--- config.mk ---
export PLATFORM = sky130hd
export DESIGN_NAME = instr_fetch
export DESIGN_NICKNAME = d
export VERILOG_FILES = /design/src/rtl/instr_fetch.sv
export SDC_FILE = /design/constraint.sdc
export NUM_CORES = 1
export LEC_CHECK = 0
export CAP_MARGIN = 20
export CORE_ASPECT_RATIO = 1.25
export CORE_MARGIN = 2
export CORE_UTILIZATION = 34
export CTS_BUF_LIST = sky130_fd_sc_hd__clkbuf_4 sky130_fd_sc_hd__clkbuf_8
export CTS_CLUSTER_DIAMETER = 40
export DETAILED_ROUTE_END_ITERATION = 12
export DONT_BUFFER_PORTS = 1
export GPL_ROUTABILITY_DRIVEN = 1
export MAX_ROUTING_LAYER = met4
export SYNTH_ARGS = -nofsm -noshare
export SYNTH_HDL_FRONTEND = slang
export SYNTH_SLANG_ARGS = --single-unit
--- constraint.sdc ---
create_clock -name clk -period 3.2 [get_ports clk]
set_clock_uncertainty 0.2 [all_clocks]
set_input_delay 0.64 -clock clk [delete_from_list [all_inputs] [get_ports clk]]
set_output_delay 0.64 -clock clk [all_outputs]
set_load 0.02 [all_outputs]
--- src/rtl/instr_fetch.sv ---
// Instruction fetch stage: issues reads to a synchronous instruction ROM,
// absorbs its one-cycle latency in a small queue and hands {pc, instr}
// pairs to decode over a valid/ready handshake. Redirects flush everything.
module instr_fetch #(
  parameter logic [31:0] RESET_PC = 32'h0000_0000,
  parameter int          DEPTH    = 2
) (
  input  logic        clk,
  input  logic        rst_n,
  output logic        imem_en,
  output logic [31:0] imem_addr,
  input  logic [31:0] imem_dout,
  input  logic        redirect_valid,
  input  logic [31:0] redirect_pc,
  output logic        fetch_valid,
  output logic [31:0] fetch_instr,
  output logic [31:0] fetch_pc,
  input  logic        fetch_ready
);

  // Pointer width indexes the queue; count needs one extra bit to hold DEPTH.
  localparam int PW = (DEPTH > 1) ? $clog2(DEPTH) : 1;
  localparam int CW = PW + 1;
  localparam logic [CW:0] DEPTH_V = (CW + 1)'(DEPTH);

  logic [31:0]   pc_reg;
  logic          infl_reg;
  logic [31:0]   infl_pc_reg;
  logic [CW-1:0] count_reg;
  logic [PW-1:0] rd_ptr_reg;
  logic [PW-1:0] wr_ptr_reg;
  logic [31:0]   mem_pc_reg    [DEPTH];
  logic [31:0]   mem_instr_reg [DEPTH];

  logic          pop;
  logic          push;
  logic          issue;
  logic [CW:0]   occupancy;
  logic [31:0]   redirect_target;

  // Handshake, queue occupancy projection and ROM request selection.
  always_comb begin
    redirect_target = {redirect_pc[31:2], 2'b00};
    fetch_valid     = (count_reg != '0);
    pop             = fetch_valid & fetch_ready & ~redirect_valid;
    push            = infl_reg & ~redirect_valid;
    // Entries the queue will hold once everything already requested lands.
    occupancy       = {1'b0, count_reg} + {{CW{1'b0}}, infl_reg}
                      - {{CW{1'b0}}, fetch_valid & fetch_ready};
    issue           = (occupancy < DEPTH_V);
    imem_en         = 1'b0;
    imem_addr       = pc_reg;
    if (redirect_valid) begin
      imem_en   = rst_n;
      imem_addr = redirect_target;
    end else begin
      imem_en   = rst_n & issue;
    end
    fetch_pc    = fetch_valid ? mem_pc_reg[rd_ptr_reg]    : 32'h0;
    fetch_instr = fetch_valid ? mem_instr_reg[rd_ptr_reg] : 32'h0;
  end

  // PC, in-flight tracking, queue pointers and occupancy count.
  always_ff @(posedge clk or negedge rst_n) begin
    if (!rst_n) begin
      pc_reg      <= RESET_PC;
      infl_reg    <= 1'b0;
      infl_pc_reg <= 32'h0;
      count_reg   <= '0;
      rd_ptr_reg  <= '0;
      wr_ptr_reg  <= '0;
    end else if (redirect_valid) begin
      pc_reg      <= redirect_target + 32'd4;
      infl_reg    <= 1'b1;
      infl_pc_reg <= redirect_target;
      count_reg   <= '0;
      rd_ptr_reg  <= '0;
      wr_ptr_reg  <= '0;
    end else begin
      if (issue) begin
        pc_reg      <= pc_reg + 32'd4;
        infl_reg    <= 1'b1;
        infl_pc_reg <= pc_reg;
      end else begin
        infl_reg    <= 1'b0;
      end
      if (push) wr_ptr_reg <= wr_ptr_reg + 1'b1;
      if (pop)  rd_ptr_reg <= rd_ptr_reg + 1'b1;
      count_reg <= count_reg + {{(CW-1){1'b0}}, push} - {{(CW-1){1'b0}}, pop};
    end
  end

  // One storage slot per queue entry; the ROM response lands at the write pointer.
  generate
    for (genvar gi = 0; gi < DEPTH; gi++) begin : g_entry
      always_ff @(posedge clk or negedge rst_n) begin
        if (!rst_n) begin
          mem_pc_reg[gi]    <= 32'h0;
          mem_instr_reg[gi] <= 32'h0;
        end else if (push && (wr_ptr_reg == PW'(gi))) begin
          mem_pc_reg[gi]    <= infl_pc_reg;
          mem_instr_reg[gi] <= imem_dout;
        end
      end
    end
  endgenerate

endmodule

Word level (Yosys, flattened, before mapping)
Index checks and enable logic that the tools add are counted.
Cells by class
  add/subtract/negate cells: 8
  $lt $le $gt $ge: 2
  muxes and demuxes: 21
  bitwise operators: 7
  reduce and logical (&&, ||, !) cells: 6
Operators with widths (number)
  $mux 32: 13
  $add 32x3->32 const B: 2
  $reduce_bool 2->1: 4
  $mux 1: 7
  $and 1x1->1: 4
  $add 2x1->3: 1
  $lt 3x2->1 const B: 1
  $sub 3x1->3: 1
  $add 1x1->1 const B: 2
  $add 2x1->2: 1
  $ge 2x2->1 const B: 1
  $logic_and 1x1->1: 2
  $mux 2: 1
  $not 1->1: 2
  $not 1->2: 1
  $sub 2x1->2: 1
Word-level totals
  register bits after elaboration: 197
  input bits: 68
  output and inout port bits: 98
  word-level logic and storage cells: 54

Longest topological paths before layout
  depth in word-level cells: 6
  depth in mapped cells: 11
  gate-level depth less buffers: 10

Least setup slack after synthesis
OpenSTA, ideal clock, no wires.
  path kind: input port to flip-flop
  from: input redirect_valid
  to: register pc_reg[30]
  library setup time: 86 ps
  arrival time: 3076 ps
  data required time: 2914 ps
  slack: -162 ps
  stages: 11
  path buffers: 4
  cell sequence: buf_6 > buf_2 > buf_2 > buf_1 > mux2_2 > ha_1 > nand4b_1 > a22oi_2 > nand4_1 > o31a_1 > nor3_1
Between the ends
  cells in the longest elaborated chain, start to end: 1
  elaborated cells on any way between the ends: 2
  classes of those cells: mux: 1; reduce/logical: 1
RTL lines
  start, declared: line 13  | input logic redirect_valid,
  $mux 32 / $reduce_bool 2->1 (equally long branches)
  end signal, assigned: line 73  | pc_reg <= redirect_target + 32'd4;
  end signal, assigned: line 81  | pc_reg <= pc_reg + 32'd4;
  end, declared: line 26  | logic [31:0] pc_reg;
Parallel ways exist; a longest one is shown, timed or not.
A chain may end at the register's enable or synchronous reset.

Worst setup path in the final report
  from: register count_reg[0]
  to: output imem_en
Between the ends
  cells in the longest elaborated chain, start to end: 6
  elaborated cells on any way between the ends: 7
  classes of those cells: add/sub: 2; order compare: 1; mux: 1; bitwise: 2; reduce/logical: 1
RTL lines
  start, declared: line 29  | logic [CW-1:0] count_reg;
  start signal, assigned: line 89  | count_reg <= count_reg + {{(CW-1){1'b0}}, push} - {{(CW-1){1'b0}}, pop};
  parallel branches: the longest is 2 deep, another holds $add 2x1->3
  $sub 3x1->3 *: line 49  | - {{CW{1'b0}}, fetch_valid & fetch_ready};
  $lt 3x2->1 *: line 50  | issue = (occupancy < DEPTH_V);
  $and 1x1->1 *: line 57  | imem_en = rst_n & issue;
  $mux 1 *: line 53  | if (redirect_valid) begin
  end, declared: line 10  | output logic imem_en,
Mark *: on every way between the ends.

==> flow_metrics.env <==
export IMPL_outcome="complete, but fails checks"
export IMPL_violations="negative hold slack"
export IMPL_max_stage_delay_ps=460
export IMPL_io_pins=166
export IMPL_fin_nets=886
export IMPL_cts_htree_levels=4
export IMPL_met3WireLength_um=1239
export IMPL_crit_chain="nor2b_1 > o21ai_1 > fa_1 > a21oi_2 > inv_2 > and2_2"
export IMPL_finalWorstSetupSlack_ps=180.4
export IMPL_final_common_cell="dfrtp_1"
export IMPL_die_w_um=151.1
export IMPL_vias=6033
export IMPL_synth_edf_count=0
export IMPL_ant_nets=0
export IMPL_hold_viol=189
export IMPL_met1_length_um=9417
export IMPL_vdd_drop_max_v=0.0004256
export IMPL_cts_tree="yes"
export IMPL_path_delay_family="flip-flops"
export IMPL_fmax_mhz=331.2
export IMPL_antenna_found_initial=1
export IMPL_setup_violations=0
export IMPL_grt_pass1_vias=6021
export IMPL_synth_main_ff_cell="dfrtp_1"
export IMPL_drt_total_wl_um=22020
export IMPL_cts_made_buffers=17
export IMPL_synth_area_leaders="dfrtp_1 (51%), mux2_2 (13%), mux2i_1 (9.3%), nor2_1 (5.2%), a21oi_1 (2.7%)"
export IMPL_clk_pin_slew_ps=100
export IMPL_cp_required_ps=2360
export IMPL_hold_path_class="input pin to async pin"
export IMPL_rsz0062_at_grt="no"
export IMPL_dieArea_um2=28380
export IMPL_crit_type="flop to output pin"
export IMPL_grt_max_degree=191
export IMPL_p_per_area_nw_per_um2=1063
export IMPL_p_leak_nw=4.146
export IMPL_synthDistinctLibCells=49
export IMPL_tightest_slew_ps=686.3
export IMPL_synth_top_cell_by_area="dfrtp_1"
export IMPL_clockRootBuffer="clkbuf_8"
export IMPL_place_congestion=0.8400
export IMPL_dpl_hpwl_um=14920
export IMPL_via_per_inst=5.143
export IMPL_setup_tns_ps=0
export IMPL_slowest_stage="dfrtp_2"
export IMPL_hold_buffers=1
export IMPL_largest_reg_flops=64
export IMPL_drc=0
export IMPL_utilization_pct=37.55
export IMPL_min_period_ps=3020
export IMPL_pre_cts_slack_ps=247.8
export IMPL_slew_violations=0
export IMPL_synth_top_cell_area_share_pct=51.44
export IMPL_num_rows=67
export IMPL_synth_cells=818
export IMPL_crit_fanout=4
export IMPL_rrSetupSlack_ps=510
export IMPL_cts_buffer_depth=2
export IMPL_grt_util_all_layers_pct=16.24
export IMPL_fin_crit_sh_pct=94.36
export IMPL_maxSlewHeadroom_pct=54.25
export IMPL_clkSinkCount=189
export IMPL_top_layer_used="met4"
export IMPL_fp_coreArea_um2=26740
export IMPL_timing_hold_ws_ps=-336.3
export IMPL_async_flop_share_pct=100.0
export IMPL_syn_area_um2=9195
export IMPL_reg2reg_depth=7
export IMPL_ys_warn_count=0
export IMPL_syn_avg_cell_area_um2=11.24
export IMPL_die_h_um=187.9
export IMPL_cp_start_kind="flop"
export IMPL_grt_overflow=0
export IMPL_wl_per_cell_um=18.77
export IMPL_crit_path_end_kind="output pin"
export IMPL_ys_ff_latch=189
export IMPL_synth_seq_area_share_pct=51.44
export IMPL_initialDrtViolationCount=331
export IMPL_drt_pass1_iterations=5
export IMPL_crit_buf_inv=1
export IMPL_layout_common_cells="dfrtp_1 (187), nor2_1 (124), mux2_2 (109)"
export IMPL_initial_core_util_pct=34.38
export IMPL_drive_gt1_share_pct=21.64
export IMPL_clk_latency_ps=470
export IMPL_cp_arrival_ps=2180
export IMPL_grt_pass1_wl_um=34300
export IMPL_io_buffers=0
export IMPL_critical_path_depth=6
export IMPL_area_growth_syn_to_layout_pct=9.199
export IMPL_wl_met2_um=11030
export IMPL_drv_cap=0
[per-layer routing]
metal,vias up,track usage [%]
met5,-,-
met1,3025,19.86
met4,0,4.817
met3,20,4.039
met2,144,26.49
li1,2844,-
[layout make-up]
class,instances,area [µm²]
fillers,2664,16700
clock inverters,12,113.9
repair buffers,25,215.2
diodes,1,2.502
inverters,29,108.9
multi-input cells,552,4172
well taps,345,431.7
flip-flops and latches,189,4735
clock buffers,20,262.8
[worst reg2reg max path: stages (launching register included)]
cell and delay, ps:
dfrtp_1 440, mux2_2 290, ha_1 240, nand4_1 140, a22oi_2 480, nand4_1 300
o31a_1 360, nor3_1 170
[final timing paths]
kind                                     start           endpoint
worst max-delay path              count_reg[0]            imem_en
worst min-delay path                     rst_n  mem_instr_reg[21]
worst max register to register       pc_reg[2]         pc_reg[30]
worst min register to register  mem_pc_reg[30]     mem_pc_reg[30]
max in group asynchronous                rst_n     mem_pc_reg[22]
min in group clk                  imem_dout[1]  mem_instr_reg[33]
[logic make-up (layout without fill, tap and decap cells)]
logic type      Yosys count  count (layout)  synth area share [%]
simple gates            221             221                 11.23
flops                   189             189                 51.44
xor+xnor                 23              23                 2.191
other cells               1               5               0.04078
fa+ha+maj                 4               4                0.6260
compound gates           87              87                 5.892
mux                     213             213                 24.93
buf+inv                  80              86                 3.660
[cells in the mapped netlist, types with 2 or more instances]
cell,instances
o21ai_0,5
mux2i_1,85
buf_2,11
o31a_1,3
ha_1,3
nand4b_1,5
inv_1,28
nand3_1,15
o31ai_1,8
nor2_1,127
nor4_1,4
dfrtp_1,189
o21a_1,4
nand4_1,10
mux2_1,18
a31oi_1,2
nand2_1,27
nor2b_1,4
a32o_1,2
xnor2_1,20
and4_1,2
a222oi_1,4
and3_1,3
mux2_2,110
buf_1,7
a22oi_1,4
xor2_1,3
nand3b_1,10
buf_4,4
clkbuf_1,28
nor3_1,6
nand3_2,2
a21oi_1,49
[metrics by stage]
stage	area, µm²	std cells	power (W)
CTS	10020	1171	0.01087
global placement	9634	1138	0.009144
finish	10040	1173	0.01067
floorplan	9213	821	0.008074
global route	10040	1173	0.01152
detailed placement	9634	1138	0.009292
[report_power, final]
group	switching, W	internal (W)	leakage (nW)
combinational	0.00287	0.00186	1.77
sequential	0.000776	0.00363	2.20
clock	0.000880	0.000659	0.183
total	0.00453	0.00615	4.15
[repair_timing]
item                                    in CTS  in global routing
pin swaps                                    0                  1
endpoints found under the setup margin       1                  1
resized for setup                            1                  4
setup buffers                                0                  1
endpoints found under the hold margin      193                189
Note: power is estimated with default switching activity, not from simulation.
